## src/rtl/matmul_sequencer.sv

```systemverilog
// Bus-master sequencer that streams B, then each row of A, through the matrix-multiply
// accelerator and copies every result row from the accelerator to destination memory.
module matmul_sequencer #(
  parameter int unsigned N            = 4,
  parameter int unsigned INPUT_WIDTH  = 8,
  parameter int unsigned RESULT_WIDTH = 8,
  parameter int unsigned MAX_ROWS     = 255,
  parameter logic [31:0] ACC_WRITE    = 32'h0110_0000,
  parameter logic [31:0] ACC_READ     = 32'h0130_0000,
  parameter int unsigned AW           = 16,
  parameter int unsigned TIMEOUT      = 1023
) (
  input  logic          clk,
  input  logic          resetn,
  input  logic          start,
  input  logic [7:0]    rows,
  input  logic [AW-1:0] a_base,
  input  logic [AW-1:0] b_base,
  input  logic [AW-1:0] c_base,
  output logic          busy,
  output logic          done,
  output logic          err,
  output logic          src_req,
  output logic [AW-1:0] src_addr,
  input  logic          src_ready,
  input  logic [31:0]   src_rdata,
  output logic          dst_req,
  output logic [AW-1:0] dst_addr,
  output logic [31:0]   dst_wdata,
  input  logic          dst_ready,
  output logic          acc_valid,
  output logic [31:0]   acc_addr,
  output logic [31:0]   acc_wdata,
  output logic [3:0]    acc_wstrb,
  input  logic          acc_ready,
  input  logic [31:0]   acc_rdata
);

  localparam int unsigned A_WORDS = N * INPUT_WIDTH / 32;
  localparam int unsigned B_WORDS = N * N * INPUT_WIDTH / 32;
  localparam int unsigned C_WORDS = N * RESULT_WIDTH / 32;
  localparam int unsigned KMAX    = (B_WORDS > C_WORDS) ? B_WORDS : C_WORDS;
  localparam int unsigned KW      = $clog2(KMAX) + 1;
  localparam int unsigned TW      = $clog2(TIMEOUT + 1);

  typedef enum logic [3:0] {IDLE, B_RD, B_WR, A_RD, A_WR, R_RD, R_WR, GAP, FIN} state_e;

  state_e        state_q, state_d, ret_q, ret_d;
  logic [KW-1:0] k_q, k_d;
  logic [7:0]    r_q, r_d, rows_q, rows_d;
  logic [AW-1:0] a_base_q, a_base_d, b_base_q, b_base_d, c_base_q, c_base_d;
  logic [31:0]   data_q, data_d;
  logic [TW-1:0] tmo_q, tmo_d;
  logic          err_q, err_d;

  logic          tmo_hit, k_last_a, k_last_b, k_last_c;
  logic [AW-1:0] a_addr, c_addr;

  assign tmo_hit  = (tmo_q == TW'(TIMEOUT - 1));
  assign k_last_a = (k_q == KW'(A_WORDS - 1));
  assign k_last_b = (k_q == KW'(B_WORDS - 1));
  assign k_last_c = (k_q == KW'(C_WORDS - 1));
  assign a_addr   = a_base_q + AW'(32'(r_q) * A_WORDS) + AW'(k_q);
  assign c_addr   = c_base_q + AW'(32'(r_q) * C_WORDS) + AW'(k_q);

  assign busy = (state_q != IDLE) && (state_q != FIN);
  assign done = (state_q == FIN);
  assign err  = err_q;

  always_comb begin
    state_d   = state_q;
    ret_d     = ret_q;
    k_d       = k_q;
    r_d       = r_q;
    rows_d    = rows_q;
    a_base_d  = a_base_q;
    b_base_d  = b_base_q;
    c_base_d  = c_base_q;
    data_d    = data_q;
    err_d     = err_q;
    tmo_d     = '0;
    src_req   = 1'b0;
    src_addr  = '0;
    dst_req   = 1'b0;
    dst_addr  = '0;
    dst_wdata = '0;
    acc_valid = 1'b0;
    acc_addr  = '0;
    acc_wdata = '0;
    acc_wstrb = '0;

    unique case (state_q)
      IDLE: begin
        if (start) begin
          if (rows == '0 || 32'(rows) > MAX_ROWS) begin
            err_d   = 1'b1;
            state_d = FIN;
          end else begin
            rows_d   = rows;
            a_base_d = a_base;
            b_base_d = b_base;
            c_base_d = c_base;
            err_d    = 1'b0;
            k_d      = '0;
            r_d      = '0;
            state_d  = B_RD;
          end
        end
      end
      B_RD, A_RD: begin
        src_req  = 1'b1;
        src_addr = (state_q == B_RD) ? b_base_q + AW'(k_q) : a_addr;
        if (src_ready) begin
          data_d  = src_rdata;
          state_d = (state_q == B_RD) ? B_WR : A_WR;
        end else if (tmo_hit) begin
          err_d   = 1'b1;
          state_d = FIN;
        end else begin
          tmo_d = tmo_q + 1'b1;
        end
      end
      // All accelerator requests share one wait/timeout path; the state after the
      // mandatory GAP cycle is decided here and parked in ret_q.
      B_WR, A_WR, R_RD: begin
        acc_valid = 1'b1;
        unique case (state_q)
          B_WR:    acc_addr = ACC_WRITE + ((A_WORDS + 32'(k_q)) << 2);
          A_WR:    acc_addr = ACC_WRITE + (32'(k_q) << 2);
          default: acc_addr = ACC_READ + (32'(k_q) << 2);
        endcase
        acc_wdata = (state_q == R_RD) ? '0 : data_q;
        acc_wstrb = (state_q == R_RD) ? 4'h0 : 4'hF;
        if (acc_ready) begin
          state_d = GAP;
          unique case (state_q)
            B_WR: begin
              k_d   = k_last_b ? '0 : k_q + 1'b1;
              ret_d = k_last_b ? A_RD : B_RD;
            end
            A_WR: begin
              k_d   = k_last_a ? '0 : k_q + 1'b1;
              ret_d = k_last_a ? R_RD : A_RD;
            end
            default: begin
              data_d = acc_rdata;
              ret_d  = R_WR;
            end
          endcase
        end else if (tmo_hit) begin
          err_d   = 1'b1;
          state_d = FIN;
        end else begin
          tmo_d = tmo_q + 1'b1;
        end
      end
      R_WR: begin
        dst_req   = 1'b1;
        dst_addr  = c_addr;
        dst_wdata = data_q;
        if (dst_ready) begin
          if (k_last_c) begin
            k_d     = '0;
            r_d     = r_q + 8'd1;
            state_d = (r_d == rows_q) ? FIN : A_RD;
          end else begin
            k_d     = k_q + 1'b1;
            state_d = R_RD;
          end
        end else if (tmo_hit) begin
          err_d   = 1'b1;
          state_d = FIN;
        end else begin
          tmo_d = tmo_q + 1'b1;
        end
      end
      GAP:     state_d = ret_q;
      FIN:     state_d = IDLE;
      default: state_d = IDLE;
    endcase
  end

  always_ff @(posedge clk or negedge resetn) begin
    if (!resetn) begin
      state_q  <= IDLE;
      ret_q    <= IDLE;
      k_q      <= '0;
      r_q      <= '0;
      rows_q   <= '0;
      a_base_q <= '0;
      b_base_q <= '0;
      c_base_q <= '0;
      data_q   <= '0;
      tmo_q    <= '0;
      err_q    <= 1'b0;
    end else begin
      state_q  <= state_d;
      ret_q    <= ret_d;
      k_q      <= k_d;
      r_q      <= r_d;
      rows_q   <= rows_d;
      a_base_q <= a_base_d;
      b_base_q <= b_base_d;
      c_base_q <= c_base_d;
      data_q   <= data_d;
      tmo_q    <= tmo_d;
      err_q    <= err_d;
    end
  end

endmodule

```

## config.mk

```make
export PLATFORM = sky130hd
export DESIGN_NAME = matmul_sequencer
export DESIGN_NICKNAME = d
export VERILOG_FILES = /design/src/rtl/matmul_sequencer.sv
export SDC_FILE = /design/constraint.sdc
export NUM_CORES = 1
export LEC_CHECK = 0
export CAP_MARGIN = 40
export CELL_PAD_IN_SITES_DETAIL_PLACEMENT = 2
export CELL_PAD_IN_SITES_GLOBAL_PLACEMENT = 2
export CORE_ASPECT_RATIO = 1.2
export CORE_MARGIN = 2
export CORE_UTILIZATION = 30
export CTS_CLUSTER_DIAMETER = 40
export DETAILED_ROUTE_END_ITERATION = 6
export GPL_TIMING_DRIVEN = 1
export PLACE_DENSITY_LB_ADDON = 0.15
export SETUP_SLACK_MARGIN = 0.1
export SLEW_MARGIN = 30
export SYNTH_ARGS = -nofsm -noshare
export SYNTH_HDL_FRONTEND = slang
export SYNTH_SLANG_ARGS = --single-unit
```

## constraint.sdc

```tcl
create_clock -name clk -period 6.75 [get_ports clk]
set_input_delay 1.0125 -clock clk [delete_from_list [all_inputs] [get_ports clk]]
set_output_delay 1.0125 -clock clk [all_outputs]
set_load 0.03 [all_outputs]
```

==> qor.txt, run 1 <==
Final Util - 42.5%
Later-pin clock latency in the skew report - 0.42 ns
H-Tree Depth - 4
WS Path Type - reg -> out
Port Buf Inserts - 238
WP data arrival - 4.02 ns
Die area - 0.0282 sq mm
Cts hold-fix bufs - 0
Setup-failing EPs final - 0
Slowest stage cell, crit path - clkdlybuf4s50_1
# rows - 65
CTS max path bufs - 2
Total gr overflow - 0
Initial DRT Pass Iterations - 4
Ys async rst share - 100%
CP required - 5.74 ns
Crit-path max FO - 8
Area Growth Syn to Fin - 38.8%
Setup TNS - 0 ns
Post-synth EDFFs - 0
Global-route wire length before repair - 47.0 mm
Vias/cell - 5.09
Worst hold slack - 0.499 ns
Drt drc - 0
Crit-path cells - fa_1 -> ha_1 -> fa_1 -> a211oi_1 -> o211ai_1 -> nand2_2 -> or4_1 -> a311oi_1 -> clkdlybuf4s50_1
CTS root buf - clkbuf_16
Initial core utilization - 30.6%
Most used cell along the critical path - fa_1
Tot GR Track Use - 21.2%
Ys Warns - 0
CP max stage delay - 0.72 ns
Clock Sinks - 117
DR vias - 7,335
Leak - 4.63 nW
Dpl ws - 2.16 ns
Post-CTS Setup Bufs - 0
Final hold violation count - 0
Core area - 0.0264 sq mm
Crit path max-delay family - adder cells
Fmax - 199 MHz
Worst-path clk slew - 0.06 ns
I/O pins - 264
CTS tree - built
Peak supply drop - 0.197 mV
Final WS setup - 1.72 ns
Num CTS Buffers - 17
Slew Limit Fails - 0
Die Span Y - 184 um
Width of the die - 154 um
Final period utilization - 74.5%
Initial antenna violation count - 1
Yosys reg bits - 117
Relative slew slack - 51.8%
DP Wirelength - 21.9 mm
Initial drt markers - 208
Setup crit start kind - flop
Largest net degree at the start of global routing - 65
Sequential cell area fraction in the yosys report - 36.3%
Worst Tran Pin Value - 0.723 ns
Post_cts resized - 0
Layout cells sized above 1 - 10.9%
Mapped Cells - 877
Fin crit period - 5.03 ns
Status - finished clean
Power density over cell area - 468 mW/mm^2
Vias in the first global route - 8,244
CP bufs+invs - 1
Syn Area/Cell - 9.19 sq um
Distinct cells, synth - 75
Worst setup EP type - primary output
Gpl congestion - 0.808
HP Class - reg -> reg
RSZ-0062 raised after global routing - false
Primary FF master, synth - dfrtp_1
Post-DRT Antenna Nets - 0
WL final - 29.4 mm
Cell area after synthesis - 0.00806 sq mm
DR WL/cell - 20.4 um
Layout Skew - 0.0111 ns
Nets - 1,264
Max-cap viol count - 0
==> flip-flops by register name, indices dropped and copies added, names as in the netlist <==
register and flops:
k_q 3, c_base_q 16, data_q 32, b_base_q 16, ret_q 3, rows_q 8
state_q 4, tmo_q 10, err 1, a_base_q 16, r_q 8
==> layout by cell type, fill, tap and decap left out, types with 11 or more instances in the layout <==
cell type        count
a21oi_1             23
a31oi_1             37
and2_1              38
and3_1              11
clkbuf_16           17
clkdlybuf4s50_1    237
conb_1              25
dfrtp_1            117
ha_1                36
inv_1               16
mux2_2              57
nand2_1            103
nand3_1             21
nand4_1             17
nor2_1              79
nor2b_1             36
o21ai_0             23
xnor2_1             23
xor2_1              23
==> Yosys cell counts, types with 10 or more instances <==
| cell type | count | area share, % |
|---|---|---|
| dfrtp_1 | 117 | 36 |
| nand2_1 | 104 | 4.8 |
| nor2_1 | 80 | 3.7 |
| mux2_2 | 57 | 8.0 |
| and2_1 | 38 | 2.9 |
| a31oi_1 | 37 | 2.9 |
| ha_1 | 36 | 5.6 |
| nor2b_1 | 36 | 2.8 |
| buf_4 | 35 | 3.3 |
| buf_2 | 26 | 1.6 |
| a21oi_1 | 23 | 1.4 |
| o21ai_0 | 23 | 1.4 |
| xnor2_1 | 23 | 2.5 |
| xor2_1 | 23 | 2.5 |
| nand3_1 | 21 | 1.3 |
| nand4_1 | 17 | 1.3 |
| inv_1 | 16 | 0.74 |
| clkbuf_1 | 15 | 0.70 |
| and3_1 | 11 | 0.85 |
| nor3_1 | 10 | 0.62 |
==> metrics by stage <==
stage | power, mW | std cells | cell area, sq um
after floorplan | 3.28 | 901 | 8150
after global placement | 4.30 | 1406 | 10600
after detailed placement | 4.38 | 1407 | 10600
after CTS | 5.33 | 1438 | 11200
after global routing | 5.64 | 1441 | 11200
final | 5.24 | 1441 | 11200
==> report_power, final <==
part	switching, mW	internal (mW)	total (mW)	leakage [nW]
clock	0.341	0.547	0.888	0.268
sequential	0.317	1.01	1.33	1.41
combinational	1.76	1.27	3.03	2.95
total	2.42	2.83	5.24	4.63
==> logic make-up after synthesis <==
logic type | count (synthesis) | share of synthesized area, %
DFF | 117 | 36.3
buffers and inverters | 97 | 6.55
adders and majority gates | 45 | 7.82
xor gates and xnor gates | 46 | 5.00
and+or+nand+nor | 359 | 23.0
muxes | 63 | 8.70
other | 1 | 0.0465
AOI/OAI and AO/OA | 149 | 12.6
==> worst reg2reg max path: stages, from the launching register on <==
cell and delay [ns]:
dfrtp_1 0.62, buf_6 0.23, nand4bb_1 0.13, buf_4 0.23
inv_2 0.50, buf_16 0.24, and3_1 0.43, a21oi_2 0.17
o21ai_1 0.24, o31ai_1 0.10
==> metal layers <==
| layer | wire length (um) | vias up | track usage (%) |
|---|---|---|---|
| met3 | 1390 | 28 | 4.81 |
| met2 | 15600 | 183 | 39.1 |
| li1 | - | 3462 | - |
| met5 | 0 | - | 0 |
| met4 | 575 | 0 | 5.83 |
| met1 | 11800 | 3662 | 24.4 |
==> final timing paths <==
path,startpoint,to,slack [ns],depth (start not counted)
max,k_q[1]$_DFFE_PN0P_,src_addr[15],1.72,9
min,ret_q[1]$_DFFE_PN0P_,ret_q[1]$_DFFE_PN0P_,0.50,2
min reg2reg,ret_q[1]$_DFFE_PN0P_,ret_q[1]$_DFFE_PN0P_,0.50,2
max reg2reg,state_q[2]$_DFFE_PN0N_,r_q[6]$_DFFE_PN0P_,3.72,9
min in group asynchronous,resetn,a_base_q[7]$_DFFE_PN0P_,0.52,1
max in group asynchronous,resetn,tmo_q[7]$_DFF_PN0_,5.20,2
==> layout make-up <==
cell class / instances / area [sq um]
antenna: 1 / 2.50
sequential: 117 / 2930
inverter: 20 / 75.1
clock inverter: 10 / 108
timing repair buffer: 250 / 2490
fill: 2889 / 15200
multi-input combinational: 687 / 4720
tap: 335 / 419
clock buffer: 21 / 450
(Power assumes the default switching activity.)
==> run 2, diff against run 1 <==
--- a/config.mk
+++ b/config.mk
@@ -10,7 +10,7 @@
 export CELL_PAD_IN_SITES_GLOBAL_PLACEMENT = 2
 export CORE_ASPECT_RATIO = 1.2
 export CORE_MARGIN = 2
-export CORE_UTILIZATION = 30
+export CORE_UTILIZATION = 27
 export CTS_CLUSTER_DIAMETER = 40
 export DETAILED_ROUTE_END_ITERATION = 6
 export GPL_TIMING_DRIVEN = 1
==> constraint.sdc (replaced) <==
create_clock -name clk -period 4.91 [get_ports clk]
set_input_delay 0.7365 -clock clk [delete_from_list [all_inputs] [get_ports clk]]
set_output_delay 0.7365 -clock clk [all_outputs]
set_load 0.03 [all_outputs]
==> run 2 against run 1 <==
- via count is essentially flat
- clock power grew 41%
- sequential power grew 40%
- non-clock buffer count grew 3
- cell area grew 1.1%
- setup slack lost 1.3 ns
- critical endpoint is now dst_addr[11]
- largest power group unchanged
- highest routed layer is now met5
==> qor.txt, run 2 (synthesized netlist as in run 1, its figures left out) <==
Status - finished clean (unchanged)
Largest net degree at the start of global routing - 45 (was 65)
Port Buf Inserts - 238 (unchanged)
H-Tree Depth - 4 (unchanged)
Commonest non-fill, non-tap cell in the layout - clkdlybuf4s50_1 (unchanged)
Fmax - 222 MHz
Most Crowded Layer GR - met2 (unchanged)
Placed cell area - 0.0107 sq mm (was 0.0106 sq mm)
Diode count - 0 (was 1)
Peak supply drop - 0.240 mV (was 0.197 mV)
Reg-to-Reg Start - state_q[1]$_DFFE_PN0N_ (was state_q[2]$_DFFE_PN0N_)
CTS root buf - clkbuf_16 (unchanged)
Met1 Resource Use GR - 21.8% (was 24.4%)
Tot GR Track Use - 19.1% (was 21.2%)
Drt drc - 0 (unchanged)
Register area - 0.00293 sq mm (unchanged)
WS Path Type - reg -> out (unchanged)
Die area - 0.0313 sq mm (was 0.0282 sq mm)
Reg2reg end - err$_DFFE_PN0P_ (was r_q[6]$_DFFE_PN0P_)
Power density over cell area - 639 mW/mm^2 (was 468 mW/mm^2)
Commonest cells after routing, fill and taps aside - clkdlybuf4s50_1 (234), dfrtp_1 (117), nand2_1 (103) (was clkdlybuf4s50_1 (237), dfrtp_1 (117), nand2_1 (103))
Initial core utilization - 27.3% (was 30.6%)
Area Growth Syn to Fin - 40.3% (was 38.8%)
Global-route wire length before repair - 46.6 mm (was 47.0 mm)
Cells after DPL - 1,466 (was 1,407)
Final period utilization - 91.9%
Top reg by flops - data_q (unchanged)
Layout cells sized above 1 - 11.5% (was 10.9%)
Worst hold slack - 0.297 ns (was 0.499 ns)
HP Class - in -> async (was reg -> reg)
Area of the multi-input gates - 0.00473 sq mm (was 0.00472 sq mm)
WL final - 29.5 mm (was 29.4 mm)
CTS tree - built (unchanged)
I/O pins - 264 (unchanged)
Gpl congestion - 0.760 (was 0.808)
Slew Limit Fails - 0 (unchanged)
Setup TNS - 0 ns (unchanged)
Fin crit period - 4.51 ns
Worst Tran Pin Value - 0.752 ns (was 0.723 ns)
CP Launch Point - k_q[1]$_DFFE_PN0P_ (unchanged)
Worst setup EP type - primary output (unchanged)
Total power - 7.23 mW (was 5.24 mW)
Final WS setup - 0.400 ns (was 1.72 ns)
Initial DRT Pass Iterations - 4 (unchanged)
Die Span Y - 193 um (was 184 um)
CP required - 4.17 ns (was 5.74 ns)
Filler cells - 3,275 (was 2,889)
Internal - 3.92 mW (was 2.83 mW)
Gate power share - 57.0% (was 57.7%)
# rows - 69 (was 65)
R2R cell count - 8 (was 9)
GR Util met2 - 35.4% (was 39.1%)
CTS max path bufs - 2 (unchanged)
Final Util - 38.3% (was 42.5%)
Critical Path End - dst_addr[11] (was src_addr[15])
Crit-path max FO - 7 (was 8)
Switching power - 3.31 mW (was 2.42 mW)
Setup-failing EPs final - 0 (unchanged)
Layout Skew - 0.00754 ns (was 0.0111 ns)
Setup crit start kind - flop (unchanged)
Nets - 1,267 (was 1,264)
Worst-path clk slew - 0.06 ns (about the same)
DP Wirelength - 22.4 mm (was 21.9 mm)
Initial antenna violation count - 1 (unchanged)
Later-pin clock latency in the skew report - 0.42 ns (about the same)
Seq pwr share - 25.7% (was 25.3%)
Width of the die - 162 um (was 154 um)
Switching share of power - 45.7% (was 46.1%)
Initial drt markers - 170 (was 208)
Post-DRT Antenna Nets - 0 (unchanged)
Relative slew slack - 49.8% (was 51.8%)
Met3 Use GR - 5.10% (was 4.81%)
RSZ-0062 raised after global routing - false (unchanged)
Final std cells w/o fill - 1,499 (was 1,441)
Max-cap viol count - 0 (unchanged)
Clock Sinks - 117 (unchanged)
Final hold violation count - 0 (unchanged)
DR WL/cell - 19.7 um (was 20.4 um)
Max FFs per register - 32 (unchanged)
Num CTS Buffers - 17 (unchanged)
WP data arrival - 3.77 ns (was 4.02 ns)
Cts hold-fix bufs - 0 (unchanged)
Design area - 0.0113 sq mm (was 0.0112 sq mm)
Clk pwr share - 17.4% (was 16.9%)
Worst R2R Setup Slack - 1.86 ns (was 3.72 ns)
Total gr overflow - 0 (unchanged)
DR vias - 7,342 (was 7,335)
Dpl ws - 0.659 ns (was 2.16 ns)
Core area - 0.0295 sq mm (was 0.0264 sq mm)
Vias in the first global route - 8,040 (was 8,244)
Leak - 4.72 nW (was 4.63 nW)
Vias/cell - 4.90 (was 5.09)
-- run 2: cell count changes in the layout (fill, tap and decap cells not counted), sizes merged --
cell	before	now
buf	12	15
clkbuf	22	23
clkdlybuf4s50	237	234
clkinv	7	9
clkinvlp	3	1
diode	1	0
dlymetal6s2s	0	3
-- run 2: worst min path at each step --
stage	end	cells past startpoint	slack, ns	from
after floorplan	a_base_q[0]$_DFFE_PN0P_	0	0.44	resetn
after global routing	a_base_q[2]$_DFFE_PN0P_	1	0.32	resetn
final	a_base_q[2]$_DFFE_PN0P_	1	0.30	resetn
after detailed placement	err$_DFFE_PN0P_	1	0.49	err$_DFFE_PN0P_
after CTS	a_base_q[2]$_DFFE_PN0P_	1	0.29	resetn
after global placement	ret_q[2]$_DFFE_PN0P_	2	0.47	ret_q[2]$_DFFE_PN0P_
-- run 2: final cells by class --
class | instances | share of cell area (%)
Tap cell | 390 | 4.31
Inverter | 20 | 0.663
Timing Repair Buffer | 253 | 22.2
Sequential cell | 117 | 25.9
Clock buffer | 22 | 4.28
Clock inverter | 10 | 0.907
Multi-Input combinational cell | 687 | 41.8
-- run 2: worst max-delay path, cell delays in order, from the launching register on --
cell	delay (ns)
dfrtp_1	0.40
buf_4	0.18
fa_1	0.48
ha_1	0.24
fa_1	0.41
a21oi_1	0.27
o2111ai_1	0.32
nand4_1	0.21
xor2_1	0.08
nor2_1	0.09
clkdlybuf4s50_1	0.68
-- run 2: timing repair --
| action | 4_1_cts | 5_1_grt |
|---|---|---|
| gates resized for setup | 0 | 4 |
| setup buffers | 0 | 0 |
| setup endpoints to repair | 0 | 4 |
-- run 2: per-layer routing --
layer | vias to the layer above | wire (um)
met3 | 18 | 1530
li1 | 3478 | -
met1 | 3670 | 12200
met5 | - | 13
met4 | 2 | 267
met2 | 174 | 15500
-- run 2: power groups by stage --
stage	combinational [mW]	sequential, mW	clock (mW)
final	4.12	1.86	1.25
after global routing	4.53	1.93	1.34
after CTS	4.20	1.87	1.30
after detailed placement	4.17	1.89	0
after global placement	4.08	1.86	0
after floorplan	2.85	1.65	0
